$ cat config.mk
export PLATFORM = sky130hd
export DESIGN_NAME = imem_boot_loader
export DESIGN_NICKNAME = d
export VERILOG_FILES = /design/src/rtl/imem_boot_loader.sv
export SDC_FILE = /design/constraint.sdc
export NUM_CORES = 1
export LEC_CHECK = 0
export ABC_CLOCK_PERIOD_IN_PS = 5900
export CAP_MARGIN = 15
export CORE_AREA = 3 3 115 89
export CTS_BUF_LIST = sky130_fd_sc_hd__clkbuf_4
export CTS_CLUSTER_DIAMETER = 150
export DETAILED_ROUTE_END_ITERATION = 16
export DIE_AREA = 0 0 118 92
export PLACE_DENSITY = 0.77
export REMOVE_ABC_BUFFERS = 1
export SETUP_SLACK_MARGIN = 0.02
export SYNTH_ARGS = -nofsm -noshare
export SYNTH_HDL_FRONTEND = slang
export SYNTH_SLANG_ARGS = --single-unit
$ cat constraint.sdc
create_clock -name clk -period 5.9 [get_ports clk]
set_clock_uncertainty 0.1 [all_clocks]
set_input_delay 1.18 -clock clk [delete_from_list [all_inputs] [get_ports clk]]
set_output_delay 1.18 -clock clk [all_outputs]
set_load 0.1 [all_outputs]
$ cat src/rtl/imem_boot_loader.sv
// rtl/imem_boot_loader.sv - loads instruction memory from a UART byte stream and holds the core in reset meanwhile
module imem_boot_loader #(
  parameter int DEPTH       = 64,
  parameter int ADDR_W      = 6,
  parameter int TIMEOUT_CYC = 100000
) (
  input  logic              clk,
  input  logic              rst,
  input  logic              load_req,
  input  logic              rx_valid,
  input  logic [7:0]        rx_data,
  input  logic [31:0]       pc_addr,
  output logic [ADDR_W-1:0] mem_raddr,
  output logic              mem_we,
  output logic [ADDR_W-1:0] mem_waddr,
  output logic [31:0]       mem_wdata,
  output logic              core_hold,
  output logic              load_done,
  output logic              load_err
);

  localparam logic [2:0] S_RUN     = 3'd0;
  localparam logic [2:0] S_HDR0    = 3'd1;
  localparam logic [2:0] S_HDR1    = 3'd2;
  localparam logic [2:0] S_BYTES   = 3'd3;
  localparam logic [2:0] S_RELEASE = 3'd4;
  localparam logic [2:0] S_ERR     = 3'd5;

  localparam int              TO_W    = $clog2(TIMEOUT_CYC + 1);
  localparam logic [TO_W-1:0] TO_LAST = TO_W'(TIMEOUT_CYC - 1);
  localparam logic [TO_W-1:0] TO_ONE  = TO_W'(1);
  localparam logic [ADDR_W:0] WC_ONE  = (ADDR_W+1)'(1);
  localparam logic [15:0]     DEPTH16 = 16'(DEPTH);

  logic [2:0]      state;
  logic [15:0]     n;
  logic [1:0]      byte_cnt;
  logic [ADDR_W:0] word_cnt;
  logic [23:0]     asm_lo;
  logic [TO_W-1:0] to_cnt;
  logic [15:0]     n_hdr;
  logic [15:0]     word_cnt16;
  logic            last_write;
  logic            loading;
  logic            timed_out;
  logic            pc_unused;

  assign mem_raddr  = pc_addr[ADDR_W+1:2];
  assign pc_unused  = ^{pc_addr[31:ADDR_W+2], pc_addr[1:0]};
  assign core_hold  = (state != S_RUN);
  assign load_done  = (state == S_RELEASE);
  assign load_err   = (state == S_ERR);

  assign n_hdr      = {rx_data, n[7:0]};
  assign word_cnt16 = {{(15-ADDR_W){1'b0}}, word_cnt};
  // The write cycle that brings word_cnt up to N ends the load.
  assign last_write = mem_we && (word_cnt16 == n);
  assign loading    = (state == S_HDR0) || (state == S_HDR1) || (state == S_BYTES);
  assign timed_out  = loading && !rx_valid && (to_cnt == TO_LAST);

  always_ff @(posedge clk) begin
    if (rst) begin
      state     <= S_RUN;
      n         <= '0;
      byte_cnt  <= '0;
      word_cnt  <= '0;
      asm_lo    <= '0;
      to_cnt    <= '0;
      mem_we    <= 1'b0;
      mem_waddr <= '0;
      mem_wdata <= '0;
    end else begin
      mem_we <= 1'b0;
      if (loading) to_cnt <= rx_valid ? '0 : to_cnt + TO_ONE;

      case (state)
        S_RUN, S_ERR: begin
          if (load_req) begin
            state    <= S_HDR0;
            word_cnt <= '0;
            byte_cnt <= '0;
            to_cnt   <= '0;
          end
        end
        S_HDR0: begin
          if (timed_out) state <= S_ERR;
          else if (rx_valid) begin
            n[7:0] <= rx_data;
            state  <= S_HDR1;
          end
        end
        S_HDR1: begin
          if (timed_out) state <= S_ERR;
          else if (rx_valid) begin
            n[15:8] <= rx_data;
            if (n_hdr == 16'd0)       state <= S_RELEASE;
            else if (n_hdr > DEPTH16) state <= S_ERR;
            else                      state <= S_BYTES;
          end
        end
        S_BYTES: begin
          if (last_write) state <= S_RELEASE;
          else if (timed_out) state <= S_ERR;
          else if (rx_valid) begin
            byte_cnt <= byte_cnt + 2'd1;
            case (byte_cnt)
              2'd0: asm_lo[7:0]   <= rx_data;
              2'd1: asm_lo[15:8]  <= rx_data;
              2'd2: asm_lo[23:16] <= rx_data;
              default: begin
                mem_we    <= 1'b1;
                mem_waddr <= word_cnt[ADDR_W-1:0];
                mem_wdata <= {rx_data, asm_lo};
                word_cnt  <= word_cnt + WC_ONE;
              end
            endcase
          end
        end
        S_RELEASE: state <= S_RUN;
        default:   state <= S_RUN;
      endcase
    end
  end

endmodule

==> results.py <==
metrics = {
    "synthesis": {
        "synth_edf_count": 0,
        "synth_seq_area_share_pct": 47.3,
        "async_flop_share_pct": 0,
        "syn-instance-count": 541,
        "ys_types": 47,
        "synth.yosys.warnings": 0,
        "synth_top_flop_cell": "sky130_fd_sc_hd__dfxtp_1",
        "mean_post_synth_cell_area_sq_um": 8.44,
        "syn-cell-area_sq_um": 4570,
        "ys_ff_latch": 108,
    },
    "pwr": {
        "sw_power_mw": 0.494,
        "p_int_mw": 0.943,
        "power.leakage_nw": 1.89,
        "power.combinational.fraction_pct": 20.4,
        "share_clk_of_total_power_pct": 24.9,
        "share_seq_of_total_power_pct": 54.7,
        "max-vdd-ir-drop_mv": 0.109,
        "sw_frac_of_total_pct": 34.4,
        "p_per_area_nw_per_um2": 277,
        "final_total_pwr_mw": 1.44,
    },
    "outcome": {
        "run_status": "finished clean",
    },
    "global_routing": {
        "grt_start_max_net_pins": 89,
        "grt_util_all_layers_pct": 17.9,
        "grt_pass1_wl_mm": 16.0,
        "number_of_global_route_vias_before_repair": 3380,
        "grt_antenna_before_repair": 0,
        "grt_overflow": 0,
    },
    "die": {
        "io-pin-count": 92,
        "coreArea_sq_um": 9120,
        "chipWidth_microns": 118,
        "start_util_pct": 50.1,
        "placementRows": 30,
        "die_height_microns": 92,
        "design.die.area_sq_um": 10900,
    },
    "layout": {
        "filler_cell_count": 849,
        "design_area_sq_um": 5190,
        "flow.area_growth_from_synthesis_pct": 13.6,
        "design.final.nets": 620,
        "layout-drive-gt1-share_pct": 5.39,
        "antenna-diode-count": 0,
    },
    "clock_network": {
        "cts_post_setup_buffers_inserted": 0,
        "max-clock-path-buffers": 2,
        "cts_root_buffer": "sky130_fd_sc_hd__clkbuf_4",
        "numClockSinks": 108,
        "tritoncts": "built",
        "clkTransAtPathRegs_ns": 0.18,
        "postCtsResizedCells": 0,
        "clkLatencyLatePin_ns": 0.46,
        "cts_max_level": 3,
        "cts_hold_repair.buffers": 0,
        "cts_inserted_buffers": 9,
    },
    "route": {
        "route.detailed.drc": 0,
        "detailedRoute.firstPassIterationCount": 5,
        "wl_per_cell_microns": 13.5,
        "top_layer": "met4",
        "drt-met1-wl_mm": 4.50,
        "met3WireLength_microns": 623,
        "vias": 3635,
        "met2RoutedLength_mm": 4.27,
        "ant_nets": 0,
        "wirelength_mm": 9.53,
        "drt_iter0_drcs": 385,
        "drt-vias-per-instance": 5.17,
    },
    "worst_setup_path": {
        "worst-path-max-fanout": 11,
        "regToRegEndpoint": "word_cnt[0]",
        "timing.critical_path.buf_inv": 2,
        "worstPathCellList": "inv_1, and3_1, clkdlybuf4s50_1",
        "setup.reg_to_reg.worst_slack_ns": 3.22,
        "r2r.worst_path.cells": 6,
        "worst_setup_path_end_kind": "output port",
        "critical_path.startpoint_type": "flip-flop",
        "critPathMaxStageDelay_ns": 1.13,
        "timing.critical_path.required_ns": 4.62,
        "timing.critical_path.max_delay_family": "buffers and inverters",
        "worstSetupPathType": "reg -> out",
        "regToRegStartpoint": "n[7]",
        "slowest_stage": "sky130_fd_sc_hd__clkdlybuf4s50_1",
        "cp_data_arrival_time_ns": 2.44,
    },
    "sta": {
        "worst_pin_slew_ns": 0.980,
        "finalHoldViolCount": 0,
        "setup_violations": 0,
        "layout_worst_path_cycle_share_pct": 63.0,
        "final_period_minus_worst_setup_slack_ns": 3.72,
        "worst_slew_margin_rel_pct": 34.4,
        "maxClockFrequency_mhz": 269,
        "rsz0062_at_grt": "no",
        "fin_setup_tns_ns": 0,
        "number_of_slew_limit_violations_in_the_final_report": 0,
    },
    "place": {
        "io_buffers": 53,
        "hpwlAfterDp_mm": 6.57,
        "post_place_instance_area_sq_um": 5060,
        "gp_congestion": 0.837,
    },
    "worst_hold_path": {
        "timing.hold.worst.class": "reg -> reg",
        "whs_endpoint": "mem_wdata[21]",
        "hold-path-cell-count": 2,
        "worstHoldStart": "asm_lo[21]",
    },
    "flow_run": {
        "maxCapViolCount": 0,
    },
}
==> tightest hold or removal path: stages, from the launching register on <==
cell and delay, ns:
sky130_fd_sc_hd__dfxtp_1 0.34, sky130_fd_sc_hd__nand2_1 0.05, sky130_fd_sc_hd__a21oi_1 0.05
==> how the worst max path moves through the flow <==
stage,start,end,cells past startpoint
2_1_floorplan,mem_we,word_cnt[0],6
3_3_place_gp,rx_valid,word_cnt[0],6
3_5_place_dp,rx_valid,word_cnt[0],6
4_1_cts,state[0],load_done,3
5_1_grt,state[0],load_done,3
6_report,state[0],load_done,3
==> area by class of cell <==
| type | count | area, sq um | share of cell area, % |
|---|---|---|---|
| repair buffers | 54 | 533 | 10.3 |
| well taps | 128 | 160 | 3.09 |
| multi-input cells | 390 | 2170 | 41.9 |
| flip-flops and latches | 108 | 2160 | 41.7 |
| clock inverters | 7 | 63.8 | 1.23 |
| inverters | 7 | 26.3 | 0.507 |
| clock buffers | 9 | 67.6 | 1.30 |
==> flip-flops by register name, summed over array words and instances (netlist names) <==
name,flops
byte_cnt,2
state,3
word_cnt,7
to_cnt,17
mem_we,1
mem_wdata,32
asm_lo,24
mem_waddr,6
n,16
==> logic make-up (layout without fill, tap and decap cells) <==
family	Yosys count	count (layout)	share of synthesized area, %
AO/OA/AOI/OAI	74	74	8.93
XOR/XNOR	28	28	5.37
adder cells (fa/ha/maj)	6	6	1.64
buffers and inverters	43	77	5.04
flip-flops	108	108	47.3
multiplexers	26	26	5.84
AND/OR/NAND/NOR	256	256	25.8
==> power by group through the flow <==
stage                     registers, mW  clock network, mW  logic [mW]
after floorplan                   0.794                  0       0.214
after global placement            0.801                  0       0.284
after detailed placement          0.802                  0       0.289
after CTS                         0.787              0.369       0.291
after global routing              0.792              0.395       0.319
final                             0.786              0.358       0.293
==> layout by cell type (no fill, tap or decap), drive strengths merged, types with 7 or more instances in the layout <==
cell type and instances:
dfxtp 108, mux2i 24, clkbuf 9, nand2 124, nor3 8, nor4 8
clkdlybuf4s50 52, nand3 15, and3 7, nand4 10, nor2 64, inv 11
xnor2 17, a21oi 61, xor2 11
==> through the flow <==
stage / hold slack (ns) / util [%] / std cells / setup WS [ns]
floorplan: 0.325 / - / 505 / 3.06
global placement: 0.336 / 55.4 / 687 / 1.99
detailed placement: 0.343 / 55.4 / 687 / 1.97
CTS: 0.342 / 56.9 / 703 / 2.16
global route: 0.376 / 56.9 / 703 / 2.08
finish: 0.343 / 56.9 / 703 / 2.18
==> routing by layer <==
layer  vias to the layer above  track usage, %
met5                         -               0
met4                         0            5.37
met3                        12            5.61
met2                       108            28.2
met1                      1653            23.6
li1                       1862               -
==> synth_stat cells, types with 4 or more instances <==
master / count / area, sq um
sky130_fd_sc_hd__nand2_1: 124 / 465
sky130_fd_sc_hd__dfxtp_1: 108 / 2160
sky130_fd_sc_hd__nor2_1: 64 / 240
sky130_fd_sc_hd__a21oi_1: 61 / 305
sky130_fd_sc_hd__mux2i_1: 24 / 240
sky130_fd_sc_hd__xnor2_1: 17 / 149
sky130_fd_sc_hd__clkbuf_1: 14 / 52.6
sky130_fd_sc_hd__nand3_1: 11 / 55.1
sky130_fd_sc_hd__xor2_1: 11 / 96.3
sky130_fd_sc_hd__buf_2: 10 / 50.1
sky130_fd_sc_hd__nand4_1: 10 / 62.6
sky130_fd_sc_hd__buf_4: 7 / 52.6
sky130_fd_sc_hd__inv_1: 7 / 26.3
sky130_fd_sc_hd__nor3_1: 7 / 35.0
sky130_fd_sc_hd__nor4_1: 7 / 43.8
sky130_fd_sc_hd__and3_1: 6 / 37.5
sky130_fd_sc_hd__ha_1: 6 / 75.1
sky130_fd_sc_hd__buf_6: 4 / 45.0
sky130_fd_sc_hd__nand3_2: 4 / 40.0
Note: power is estimated with default switching activity, not from simulation.
